### src/rtl/sprite_mover_if.sv
// Control/status bundle between game logic and the sprite mover:
// joystick, mode and load inputs, plus position, tick and hit outputs.
interface sprite_mover_if #(
  parameter int H_W    = 12,
  parameter int V_W    = 11,
  parameter int AXIS_W = 4
);
  logic              enable;
  logic [1:0]        mode;
  logic [AXIS_W-1:0] x_axis;
  logic [AXIS_W-1:0] y_axis;
  logic              load;
  logic [H_W-1:0]    load_h;
  logic [V_W-1:0]    load_v;
  logic [H_W-1:0]    hor_pos;
  logic [V_W-1:0]    ver_pos;
  logic              tick;
  logic              hit_h;
  logic              hit_v;

  modport master (
    output enable, mode, x_axis, y_axis, load, load_h, load_v,
    input  hor_pos, ver_pos, tick, hit_h, hit_v
  );

  modport slave (
    input  enable, mode, x_axis, y_axis, load, load_h, load_v,
    output hor_pos, ver_pos, tick, hit_h, hit_v
  );
endinterface

### src/rtl/sprite_mover.sv
// Joystick-driven sprite position generator: periodic motion tick, run-time
// selectable wrap/bounce/clamp edge handling, position load and edge-hit strobes.
module sprite_mover #(
  parameter int HOR_FIELD   = 799,
  parameter int VER_FIELD   = 599,
  parameter int SIZE        = 25,
  parameter int H_W         = 12,
  parameter int V_W         = 11,
  parameter int AXIS_W      = 4,
  parameter int X_CENTER    = 7,
  parameter int Y_CENTER    = 8,
  parameter int DEADZONE    = 0,
  parameter int TICK_PERIOD = 524289,
  parameter int START_H     = 1,
  parameter int START_V     = 1
) (
  input logic           clock,
  input logic           reset,
  sprite_mover_if.slave bus
);
  localparam int CNT_W = $clog2(TICK_PERIOD);
  // One bit wider than the raw axis difference so negating the most negative value is safe.
  localparam int OW    = AXIS_W + 2;
  localparam logic [CNT_W-1:0]     TICK_LAST = CNT_W'(TICK_PERIOD - 1);
  localparam logic signed [OW-1:0] DZ        = OW'(DEADZONE);
  localparam logic signed [H_W+1:0] H_MIN = (H_W+2)'(1);
  localparam logic signed [H_W+1:0] H_MAX = (H_W+2)'(HOR_FIELD - SIZE);
  localparam logic signed [V_W+1:0] V_MIN = (V_W+2)'(1);
  localparam logic signed [V_W+1:0] V_MAX = (V_W+2)'(VER_FIELD - SIZE);

  typedef enum logic [1:0] {WRAP = 2'd0, BOUNCE = 2'd1, CLAMP = 2'd2, CLAMP_ALT = 2'd3} mode_e;

  logic [CNT_W-1:0]  cnt;
  logic              tick_q, hit_h_q, hit_v_q, flip_x, flip_y;
  logic [H_W-1:0]    hor_q, h_next;
  logic [V_W-1:0]    ver_q, v_next;
  logic signed [OW-1:0]    dx, dy;
  logic signed [H_W+1:0]   nh;
  logic signed [V_W+1:0]   nv;
  logic              h_lo, h_hi, v_lo, v_hi;
  mode_e             mode;

  assign mode = mode_e'(bus.mode);

  // Signed a-b, zeroed inside the deadzone, optionally reversed for bounce.
  function automatic logic signed [OW-1:0] offset(input logic [AXIS_W-1:0] a,
                                                  input logic [AXIS_W-1:0] b,
                                                  input logic neg);
    logic signed [OW-1:0] d, m;
    d = $signed({2'b00, a}) - $signed({2'b00, b});
    m = d[OW-1] ? -d : d;
    if (m <= DZ) return '0;
    return neg ? -d : d;
  endfunction

  always_comb begin
    dx   = offset(bus.x_axis, AXIS_W'(X_CENTER), (mode == BOUNCE) && flip_x);
    dy   = offset(AXIS_W'(Y_CENTER), bus.y_axis, (mode == BOUNCE) && flip_y);
    nh   = $signed({2'b00, hor_q}) + $signed({{(H_W+2-OW){dx[OW-1]}}, dx});
    nv   = $signed({2'b00, ver_q}) + $signed({{(V_W+2-OW){dy[OW-1]}}, dy});
    h_lo = nh < H_MIN;
    h_hi = nh > H_MAX;
    v_lo = nv < V_MIN;
    v_hi = nv > V_MAX;
    if (mode == WRAP) begin
      h_next = h_lo ? H_MAX[H_W-1:0] : (h_hi ? H_MIN[H_W-1:0] : nh[H_W-1:0]);
      v_next = v_lo ? V_MAX[V_W-1:0] : (v_hi ? V_MIN[V_W-1:0] : nv[V_W-1:0]);
    end else begin
      h_next = h_lo ? H_MIN[H_W-1:0] : (h_hi ? H_MAX[H_W-1:0] : nh[H_W-1:0]);
      v_next = v_lo ? V_MIN[V_W-1:0] : (v_hi ? V_MAX[V_W-1:0] : nv[V_W-1:0]);
    end
  end

  always_ff @(posedge clock) begin
    if (reset) begin
      cnt     <= '0;
      tick_q  <= 1'b0;
      hor_q   <= H_W'(START_H);
      ver_q   <= V_W'(START_V);
      hit_h_q <= 1'b0;
      hit_v_q <= 1'b0;
      flip_x  <= 1'b0;
      flip_y  <= 1'b0;
    end else begin
      tick_q <= 1'b0;
      if (bus.enable) begin
        if (cnt == TICK_LAST) begin
          cnt    <= '0;
          tick_q <= 1'b1;
        end else begin
          cnt <= cnt + CNT_W'(1);
        end
      end
      hit_h_q <= 1'b0;
      hit_v_q <= 1'b0;
      if (mode != BOUNCE) begin
        flip_x <= 1'b0;
        flip_y <= 1'b0;
      end
      // Load wins over a coincident tick; the motion is dropped, not deferred.
      if (bus.load) begin
        hor_q  <= bus.load_h;
        ver_q  <= bus.load_v;
        flip_x <= 1'b0;
        flip_y <= 1'b0;
      end else if (tick_q) begin
        hor_q   <= h_next;
        ver_q   <= v_next;
        hit_h_q <= h_lo | h_hi;
        hit_v_q <= v_lo | v_hi;
        if (mode == BOUNCE) begin
          flip_x <= flip_x ^ (h_lo | h_hi);
          flip_y <= flip_y ^ (v_lo | v_hi);
        end
      end
    end
  end

  assign bus.hor_pos = hor_q;
  assign bus.ver_pos = ver_q;
  assign bus.tick    = tick_q;
  assign bus.hit_h   = hit_h_q;
  assign bus.hit_v   = hit_v_q;
endmodule

### src/flat_wrapper.sv
// flat-port wrapper written by rule: the top's interface ports become plain ports
module sprite_mover_flat 
#(
  parameter int HOR_FIELD   = 799,
  parameter int VER_FIELD   = 599,
  parameter int SIZE        = 25,
  parameter int H_W         = 12,
  parameter int V_W         = 11,
  parameter int AXIS_W      = 4,
  parameter int X_CENTER    = 7,
  parameter int Y_CENTER    = 8,
  parameter int DEADZONE    = 0,
  parameter int TICK_PERIOD = 524289,
  parameter int START_H     = 1,
  parameter int START_V     = 1
)
  (clock, reset, bus_enable, bus_mode, bus_x_axis, bus_y_axis, bus_load, bus_load_h, bus_load_v, bus_hor_pos, bus_ver_pos, bus_tick, bus_hit_h, bus_hit_v);
  sprite_mover_if #(.H_W(H_W), .V_W(V_W), .AXIS_W(AXIS_W)) bus_i ();
  input logic clock;
  input logic reset;
  input wire logic [$bits(bus_i.enable)-1:0] bus_enable;
  input wire logic [$bits(bus_i.mode)-1:0] bus_mode;
  input wire logic [$bits(bus_i.x_axis)-1:0] bus_x_axis;
  input wire logic [$bits(bus_i.y_axis)-1:0] bus_y_axis;
  input wire logic [$bits(bus_i.load)-1:0] bus_load;
  input wire logic [$bits(bus_i.load_h)-1:0] bus_load_h;
  input wire logic [$bits(bus_i.load_v)-1:0] bus_load_v;
  output wire logic [$bits(bus_i.hor_pos)-1:0] bus_hor_pos;
  output wire logic [$bits(bus_i.ver_pos)-1:0] bus_ver_pos;
  output wire logic [$bits(bus_i.tick)-1:0] bus_tick;
  output wire logic [$bits(bus_i.hit_h)-1:0] bus_hit_h;
  output wire logic [$bits(bus_i.hit_v)-1:0] bus_hit_v;
  assign bus_i.enable = bus_enable;
  assign bus_i.mode = bus_mode;
  assign bus_i.x_axis = bus_x_axis;
  assign bus_i.y_axis = bus_y_axis;
  assign bus_i.load = bus_load;
  assign bus_i.load_h = bus_load_h;
  assign bus_i.load_v = bus_load_v;
  assign bus_hor_pos = bus_i.hor_pos;
  assign bus_ver_pos = bus_i.ver_pos;
  assign bus_tick = bus_i.tick;
  assign bus_hit_h = bus_i.hit_h;
  assign bus_hit_v = bus_i.hit_v;
  sprite_mover #(.HOR_FIELD(HOR_FIELD), .VER_FIELD(VER_FIELD), .SIZE(SIZE), .H_W(H_W), .V_W(V_W), .AXIS_W(AXIS_W), .X_CENTER(X_CENTER), .Y_CENTER(Y_CENTER), .DEADZONE(DEADZONE), .TICK_PERIOD(TICK_PERIOD), .START_H(START_H), .START_V(START_V)) u_core (.clock(clock), .reset(reset), .bus(bus_i));
endmodule
### config.mk
export PLATFORM = sky130hd
export DESIGN_NAME = sprite_mover_flat
export DESIGN_NICKNAME = d
export VERILOG_FILES = /design/src/rtl/sprite_mover_if.sv /design/src/rtl/sprite_mover.sv /design/src/flat_wrapper.sv
export SDC_FILE = /design/constraint.sdc
export NUM_CORES = 1
export LEC_CHECK = 0
export BUFFER_PORTS_ARGS = -buffer_cell sky130_fd_sc_hd__buf_2
export CORE_ASPECT_RATIO = 0.9
export CORE_MARGIN = 2
export CORE_UTILIZATION = 44
export DETAILED_ROUTE_END_ITERATION = 10
export GPL_TIMING_DRIVEN = 0
export SLEW_MARGIN = 0
export SYNTH_ARGS = -nofsm -noshare
export SYNTH_HDL_FRONTEND = slang
export SYNTH_SLANG_ARGS = --single-unit
### constraint.sdc
create_clock -name clock -period 5.1 [get_ports clock]
set_input_delay 0.51 -clock clock [delete_from_list [all_inputs] [get_ports clock]]
set_output_delay 0.51 -clock clock [all_outputs]
set_load 0.03 [all_outputs]
* Yosys cells after proc, flatten, opt, wreduce, memory -nomap -nowiden
Cells that the tools add are included.
** Operators by class
- $add $sub $neg :: 7
- $mul :: 0
- Div/mod/pow operators :: 0
- $lt $le $gt $ge :: 6
- Equality and inequality tests :: 3
- Shift-type cells :: 0
- Multiplexer cells :: 32
- Bitwise logic cells :: 6
- Reductions and logical operators :: 7
** Operators by type and width (number)
- $mux 12 :: 7
- $mux 11 :: 7
- $mux 6 :: 8
- $add 20x1->20 const B :: 1
- $eq 20x20->1 const B :: 1
- $mux 20 :: 1
- $add 13x6->14 :: 1
- $gt 14x11->1 const B :: 1
- $lt 14x2->1 const B :: 1
- $add 12x6->13 :: 1
- $gt 13x11->1 const B :: 1
- $lt 13x2->1 const B :: 1
- $le 6x1->1 const B :: 2
- $neg 6->6 :: 2
- $mux 1 :: 9
- $sub 4x3->5 const B :: 1
- $sub 4x4->5 const A :: 1
- $reduce_or 2->1 :: 2
- $reduce_or 3->1 :: 1
- $eq 2x1->1 const B :: 1
- $logic_and 1x1->1 :: 2
- $logic_not 2->1 :: 1
- $ne 2x1->1 const B :: 1
- $not 1->1 :: 2
- other kinds (3) :: 5
** Storage, ports and cells
- Register bits :: 48
- Bits in latches :: 0
- Memory bits (writable) :: 0
- Memory bits (read-only) :: 0
- Bits of input ports :: 37
- Output and inout port bits :: 26
- Logic and storage cells :: 69
- Memories kept :: 0

* Logic depth before layout (Yosys ltp)
- Word-level depth :: 13
- Gate-level depth with buffers :: 23
- Gate-level depth less buffers :: 22

* Least setup slack after synthesis
Ideal clock, no wire load.
- Path kind :: input port to flip-flop
- Start :: input port bus_y_axis[0]
- End :: register u_core.ver_q[0] (netlist: u_core.bus.ver_pos[0])
- Data arrival time :: 4451 ps
- Data required time :: 4984 ps
- Setup slack :: 534 ps
- Cell stages on the path :: 20
- Path buffers :: 0
- Path through :: inv_1 ha_1 nand2b_1 nor2_1 a21oi_1 nor3_1 ha_1 or2_2 a21oi_2 ha_1 inv_1 o21bai_1 a21oi_1 o31ai_2 or4_4 a2111oi_4 a21boi_0 o31ai_2 nor2_1 a31o_1
** On the way
- Longest elaborated chain between the ends :: 13
- Elaborated cells between the ends (all ways) :: 17
- Classes of those cells :: add/sub (3); order compare (3); mux (11)
** RTL lines
- start, declared :: line flat_wrapper.sv:24 : input wire logic [$bits(bus_i.y_axis)-1:0] bus_y_axis;
- $sub 4x4->5 (*) :: line sprite_mover.sv:50 : d = $signed({2'b00, a}) - $signed({2'b00, b});
- $neg 6->6 :: line sprite_mover.sv:51, sprite_mover.sv:53
- $mux 6 :: line sprite_mover.sv:51 : m = d[OW-1] ? -d : d;
- $le 6x1->1 :: line sprite_mover.sv:52 : if (m <= DZ) return '0;
- $mux 1 :: line sprite_mover.sv:52
- $mux 6 (*) :: line sprite_mover.sv:53 : return neg ? -d : d;
- $add 12x6->13 (*) :: line sprite_mover.sv:60 : nv = $signed({2'b00, ver_q}) + $signed({{(V_W+2-OW){dy[OW-1]}}, dy});
- $gt 13x11->1 :: line sprite_mover.sv:64 : v_hi = nv > V_MAX;
- $mux 11 (on tied branches) (2 in a row) :: line sprite_mover.sv:70, sprite_mover.sv:67
- $mux 11 (*) :: line sprite_mover.sv:65 : if (mode == WRAP) begin
- $mux 11 (*) :: line sprite_mover.sv:106 : end else if (tick_q) begin
- $mux 11 (*) :: line sprite_mover.sv:101 : if (bus.load) begin
- end signal, assigned :: line sprite_mover.sv:79 : ver_q <= V_W'(START_V);
- end signal, assigned :: line sprite_mover.sv:103 : ver_q <= bus.load_v;
- end signal, assigned :: line sprite_mover.sv:108 : ver_q <= v_next;
- end, declared :: line sprite_mover.sv:36 : logic [V_W-1:0] ver_q, v_next;
Mark *: on every way between the ends. The rest lies on a longest branch, timed or not. The select of a mux whose other input is x is not followed.
A chain may end at the register's enable or synchronous reset.

* Worst setup path in the final report
- Start :: input port bus_x_axis[0]
- End :: register u_core.hor_q[0] (netlist: u_core.bus.hor_pos[0])
** On the way
- Longest elaborated chain between the ends :: 13
- Elaborated cells between the ends (all ways) :: 17
- Classes of those cells :: add/sub (3); order compare (3); mux (11)
** RTL lines
- start, declared :: line flat_wrapper.sv:23 : input wire logic [$bits(bus_i.x_axis)-1:0] bus_x_axis;
- $sub 4x3->5 (*) :: line sprite_mover.sv:50
- $neg 6->6 :: line sprite_mover.sv:51, sprite_mover.sv:53
- $mux 6 :: line sprite_mover.sv:51
- $le 6x1->1 :: line sprite_mover.sv:52
- $mux 1 :: line sprite_mover.sv:52
- $mux 6 (*) :: line sprite_mover.sv:53
- $add 13x6->14 (*) :: line sprite_mover.sv:59 : nh = $signed({2'b00, hor_q}) + $signed({{(H_W+2-OW){dx[OW-1]}}, dx});
- $gt 14x11->1 :: line sprite_mover.sv:62 : h_hi = nh > H_MAX;
- $mux 12 (on tied branches) (2 in a row) :: line sprite_mover.sv:69, sprite_mover.sv:66
- $mux 12 (*) :: line sprite_mover.sv:65
- $mux 12 (*) :: line sprite_mover.sv:106
- $mux 12 (*) :: line sprite_mover.sv:101
- end signal, assigned :: line sprite_mover.sv:78 : hor_q <= H_W'(START_H);
- end signal, assigned :: line sprite_mover.sv:102 : hor_q <= bus.load_h;
- end signal, assigned :: line sprite_mover.sv:107 : hor_q <= h_next;
- end, declared :: line sprite_mover.sv:35 : logic [H_W-1:0] hor_q, h_next;
Marked as above.

==> flow_summary.ini <==
[synth]
ys_warn_count = 0
synth-edff-count = 0
yosysUniqueCellTypes = 82
syn_avg_cell_area_sq_um = 7.722
synthFlopType = dfxtp_1
synth_seq_cells = 48
synth_nets = 594
synthArstFlopShare = 0
synthesis.area_sq_um = 4085
postSynthCellCount = 529
ys_seq_area_frac = 0.2352

[setup_path]
cp_slowest_cell = fa_1
critPathMostFrequentCell = nor2_1
reg2reg_from = u_core.flip_y$_SDFF_PP0_
path_cells = buf_2 -> ha_2 -> nand2_1 -> nor2_1 -> o21ai_0 -> a21oi_1 -> ha_2 -> inv_1 -> nand2_1 -> nor2_1 -> ha_1 -> fa_1 -> a211o_1 -> a21o_1 -> nor2b_1 -> a32oi_1 -> xor2_1 -> nand4_1 -> a21o_1 -> nor3_2 -> nor2_1 -> a211o_1
timing.rr.end = u_core.bus.ver_pos[0]$_SDFFE_PP1P_
crit_buf_inv = 2
critPathArrivalTime_ns = 4.98
required_ns = 5.29
startpoint_type = primary input
rrSetupSlack_ns = 1.13
setup.worst_path.class = primary input to register
ff2ff_path_depth = 13
critPathCaptureType = register
slowest_delay_ns = 0.43
critical-path-top-delay-family = compound AO/OA/AOI/OAI gates
cp_max_fo = 7

[die]
io_pins = 63
die_h_um = 95.41
die_w_um = 105.6
core.rowCount = 33
die-area_sq_um = 10070
core_region_area_sq_um = 9084
initial_core_util = 0.4497

[placement]
place_congestion = 0.8298
placedCellCount = 711
port_buffers = 60
hpwlAfterDp_um = 8995
dpl-instance-area_sq_um = 4538

[power_and_ir_drop]
p_leak_nw = 2.012
swShare = 0.3778
irDropWorstVdd_mv = 0.1595
power_density_nw_per_um2 = 224.5
p_seq_frac = 0.381
p_int_w = 0.0006595
combPwrFrac = 0.394
switching_power_w = 0.0004004
p_total_w = 0.001060
clkPwrFrac = 0.225

[sta]
finalHoldViolCount = 0
fin_crit_ns = 4.787
setup_viol = 0
fin_hold_ws_ns = 0.4416
fin_worst_skew_ns = 0.01152
fmax_mhz = 208.9
fin_crit_sh = 0.9386
tightest_slew_ns = 0.7088
slew_headroom = 0.5215
maxSlewViolCount = 0
rsz0062_at_grt = false

[layout]
layout-drive-gt1-share = 0.1877
instances_no_fill = 724
final_area_sq_um = 4721
nFillCells = 937
nNetsFinal = 666
area_growth_pct = 15.56
diodes = 0

[clocking]
clockBufferDepth = 2
htree_num_levels = 2
cts_buffers = 5
cts_sinks = 48
clk_latency_ns = 0.30
clkTransAtPathRegs_ns = 0.09
clock_tree.root_cell = clkbuf_8
cts_tree = yes

[routing]
drc_errors = 0
drt_iter0_markers = 254
vias_per_cell = 5.675
first_pass_iters = 5
dr_total_vias = 4109
wl_per_cell_um = 15.74
wl_um = 11390
antenna_left = 0

[grt]
grt_pass1_vias = 3867
antenna_found_initial = 0
grt_max_degree = 15
grt_pass1_wl_um = 18650
track_usage = 0.2280
grt_overflow = 0

[hold_path]
holdPathEnd = u_core.bus.hor_pos[10]$_SDFFE_PP0P_
worstHoldPathCells = 3
worstHoldPathType = primary input to register
min_from = bus_load_h[10]

[flow_run]
maxCapViolCount = 0

[run_status]
status = complete, no violations
-- logic make-up (layout without fill, tap and decap cells) --
group	Yosys count	count (layout)	share of synthesized area
AO/OA/AOI/OAI	143	143	0.2509
multiplexers	7	7	0.01899
adder cells (fa/ha/maj)	28	28	0.08943
buffers and inverters	47	120	0.04625
AND/OR/NAND/NOR	214	214	0.2692
XOR/XNOR	42	42	0.09005
flip-flops	48	48	0.2352
-- placed cells by master, fill, tap and decap left out, types with 3 or more instances in the layout --
cell | synthesis | layout
a211oi_1 | 5 | 5
a21boi_0 | 4 | 4
a21o_1 | 12 | 12
a21oi_1 | 42 | 42
a221oi_1 | 4 | 4
a31oi_1 | 5 | 5
and2_1 | 3 | 3
and3_1 | 8 | 8
buf_1 | 3 | 3
buf_2 | 1 | 61
buf_4 | 1 | 6
clkbuf_1 | 15 | 15
clkbuf_8 | 0 | 6
dfxtp_1 | 48 | 48
ha_1 | 26 | 24
inv_1 | 25 | 25
mux2i_1 | 4 | 4
nand2_1 | 35 | 35
nand2b_1 | 5 | 5
nand3_1 | 24 | 24
nand4_1 | 9 | 9
nor2_1 | 68 | 68
nor2b_1 | 7 | 7
nor3_1 | 14 | 14
nor3b_1 | 5 | 5
nor4_1 | 7 | 7
o21a_1 | 3 | 3
o21ai_0 | 15 | 15
o21bai_1 | 3 | 3
o31ai_1 | 8 | 7
or2_2 | 5 | 5
or3_1 | 6 | 6
xnor2_1 | 17 | 17
xor2_1 | 25 | 25
-- worst max-delay path by stage --
stage / cells after the start / slack, ns / end / start
after floorplan: 20 / 0.53 / u_core.bus.ver_pos[0]$_SDFFE_PP1P_ / bus_y_axis[0]
after global placement: 22 / -0.20 / u_core.bus.ver_pos[6]$_SDFFE_PP0P_ / bus_y_axis[0]
after detailed placement: 22 / -0.24 / u_core.bus.ver_pos[6]$_SDFFE_PP0P_ / bus_y_axis[0]
after CTS: 22 / 0.07 / u_core.bus.ver_pos[6]$_SDFFE_PP0P_ / bus_y_axis[0]
after global routing: 22 / 0.006 / u_core.bus.hor_pos[0]$_SDFFE_PP1P_ / bus_x_axis[0]
final: 22 / 0.31 / u_core.bus.hor_pos[0]$_SDFFE_PP1P_ / bus_x_axis[0]
-- state kept, by name, summed over array words and instances, names as in the netlist --
| signal | count |
|---|---|
| u_core.bus.ver_pos | 11 |
| u_core.flip_y | 1 |
| u_core.cnt | 20 |
| u_core.bus.hit_v | 1 |
| u_core.bus.hor_pos | 12 |
| u_core.bus.hit_h | 1 |
| u_core.flip_x | 1 |
| u_core.bus.tick | 1 |
-- metrics by stage --
| stage | util | setup slack, ns | setup TNS (ns) |
|---|---|---|---|
| after global routing | 0.5197 | 0.006075 | 0 |
| after floorplan | - | 0.5338 | 0 |
| final | 0.5197 | 0.3130 | 0 |
| after global placement | 0.4996 | -0.1950 | -1.614 |
| after detailed placement | 0.4996 | -0.2364 | -2.164 |
| after CTS | 0.5098 | 0.07415 | 0 |
-- power groups by stage --
stage	logic [W]	clock network (W)	registers, W
5_1_grt	0.000459	0.000259	0.000406
3_3_place_gp	0.000393	0	0.000412
2_1_floorplan	0.000278	0	0.000431
3_5_place_dp	0.000399	0	0.000412
4_1_cts	0.000403	0.000245	0.000403
6_report	0.000418	0.000239	0.000404
-- worst reg2reg max path: stages, from the launching register on --
cell and delay, ns:
dfxtp_1 0.40, nand2_1 0.13, or3_1 0.38, a21oi_1 0.20, ha_1 0.29, a21oi_1 0.17
o21ai_1 0.32, nand3_1 0.15, or4_4 0.52, a2111oi_4 0.47, a21boi_0 0.19, o31ai_2 0.28
nor2_1 0.14, a31o_1 0.22
-- Yosys cell counts, types with 4 or more instances --
cell,number,area (sq um)
clkbuf_1,15,56.30
dfxtp_1,48,960.9
nor2_1,68,255.2
mux2i_1,4,40.04
or3_1,6,37.54
xnor2_1,17,148.9
a21oi_1,42,210.2
o21ai_0,15,75.07
inv_1,25,93.84
a21o_1,12,90.09
xor2_1,25,219.0
nand4_1,9,56.30
nor3b_1,5,37.54
o31ai_1,8,60.06
or2_2,5,31.28
and3_1,8,50.05
nor2b_1,7,43.79
a31oi_1,5,31.28
a21boi_0,4,30.03
nand3_1,24,120.1
nor3_1,14,70.07
nand2b_1,5,31.28
nor4_1,7,43.79
a211oi_1,5,37.54
ha_1,26,325.3
a221oi_1,4,35.03
nand2_1,35,131.4
-- metal layers --
metal	vias to the layer above	GRT usage	part of all wire
li1	2069	-	-
met1	1927	0.3157	0.48
met2	106	0.3769	0.46
met3	7	0.03349	0.048
met4	0	0.05482	0.0075
met5	-	0	0
-- area by class of cell --
| type | count | area (sq um) | share of cell area |
|---|---|---|---|
| well taps | 122 | 152.6 | 0.03233 |
| clock buffers | 6 | 82.58 | 0.01749 |
| flip-flops and latches | 48 | 960.9 | 0.2036 |
| multi-input cells | 434 | 2988 | 0.6329 |
| repair buffers | 65 | 337.8 | 0.07156 |
| plain buffers | 21 | 91.34 | 0.01935 |
| clock inverters | 2 | 10.01 | 0.002120 |
| inverters | 26 | 97.59 | 0.02067 |
-- repair_timing --
| item | in CTS | in global routing |
|---|---|---|
| gates resized for setup | 0 | 9 |
| buffers inserted | 0 | 5 |
| endpoints found under the setup margin | 0 | 20 |
| hold buffers | 0 | 0 |
(Power assumes the default switching activity.)
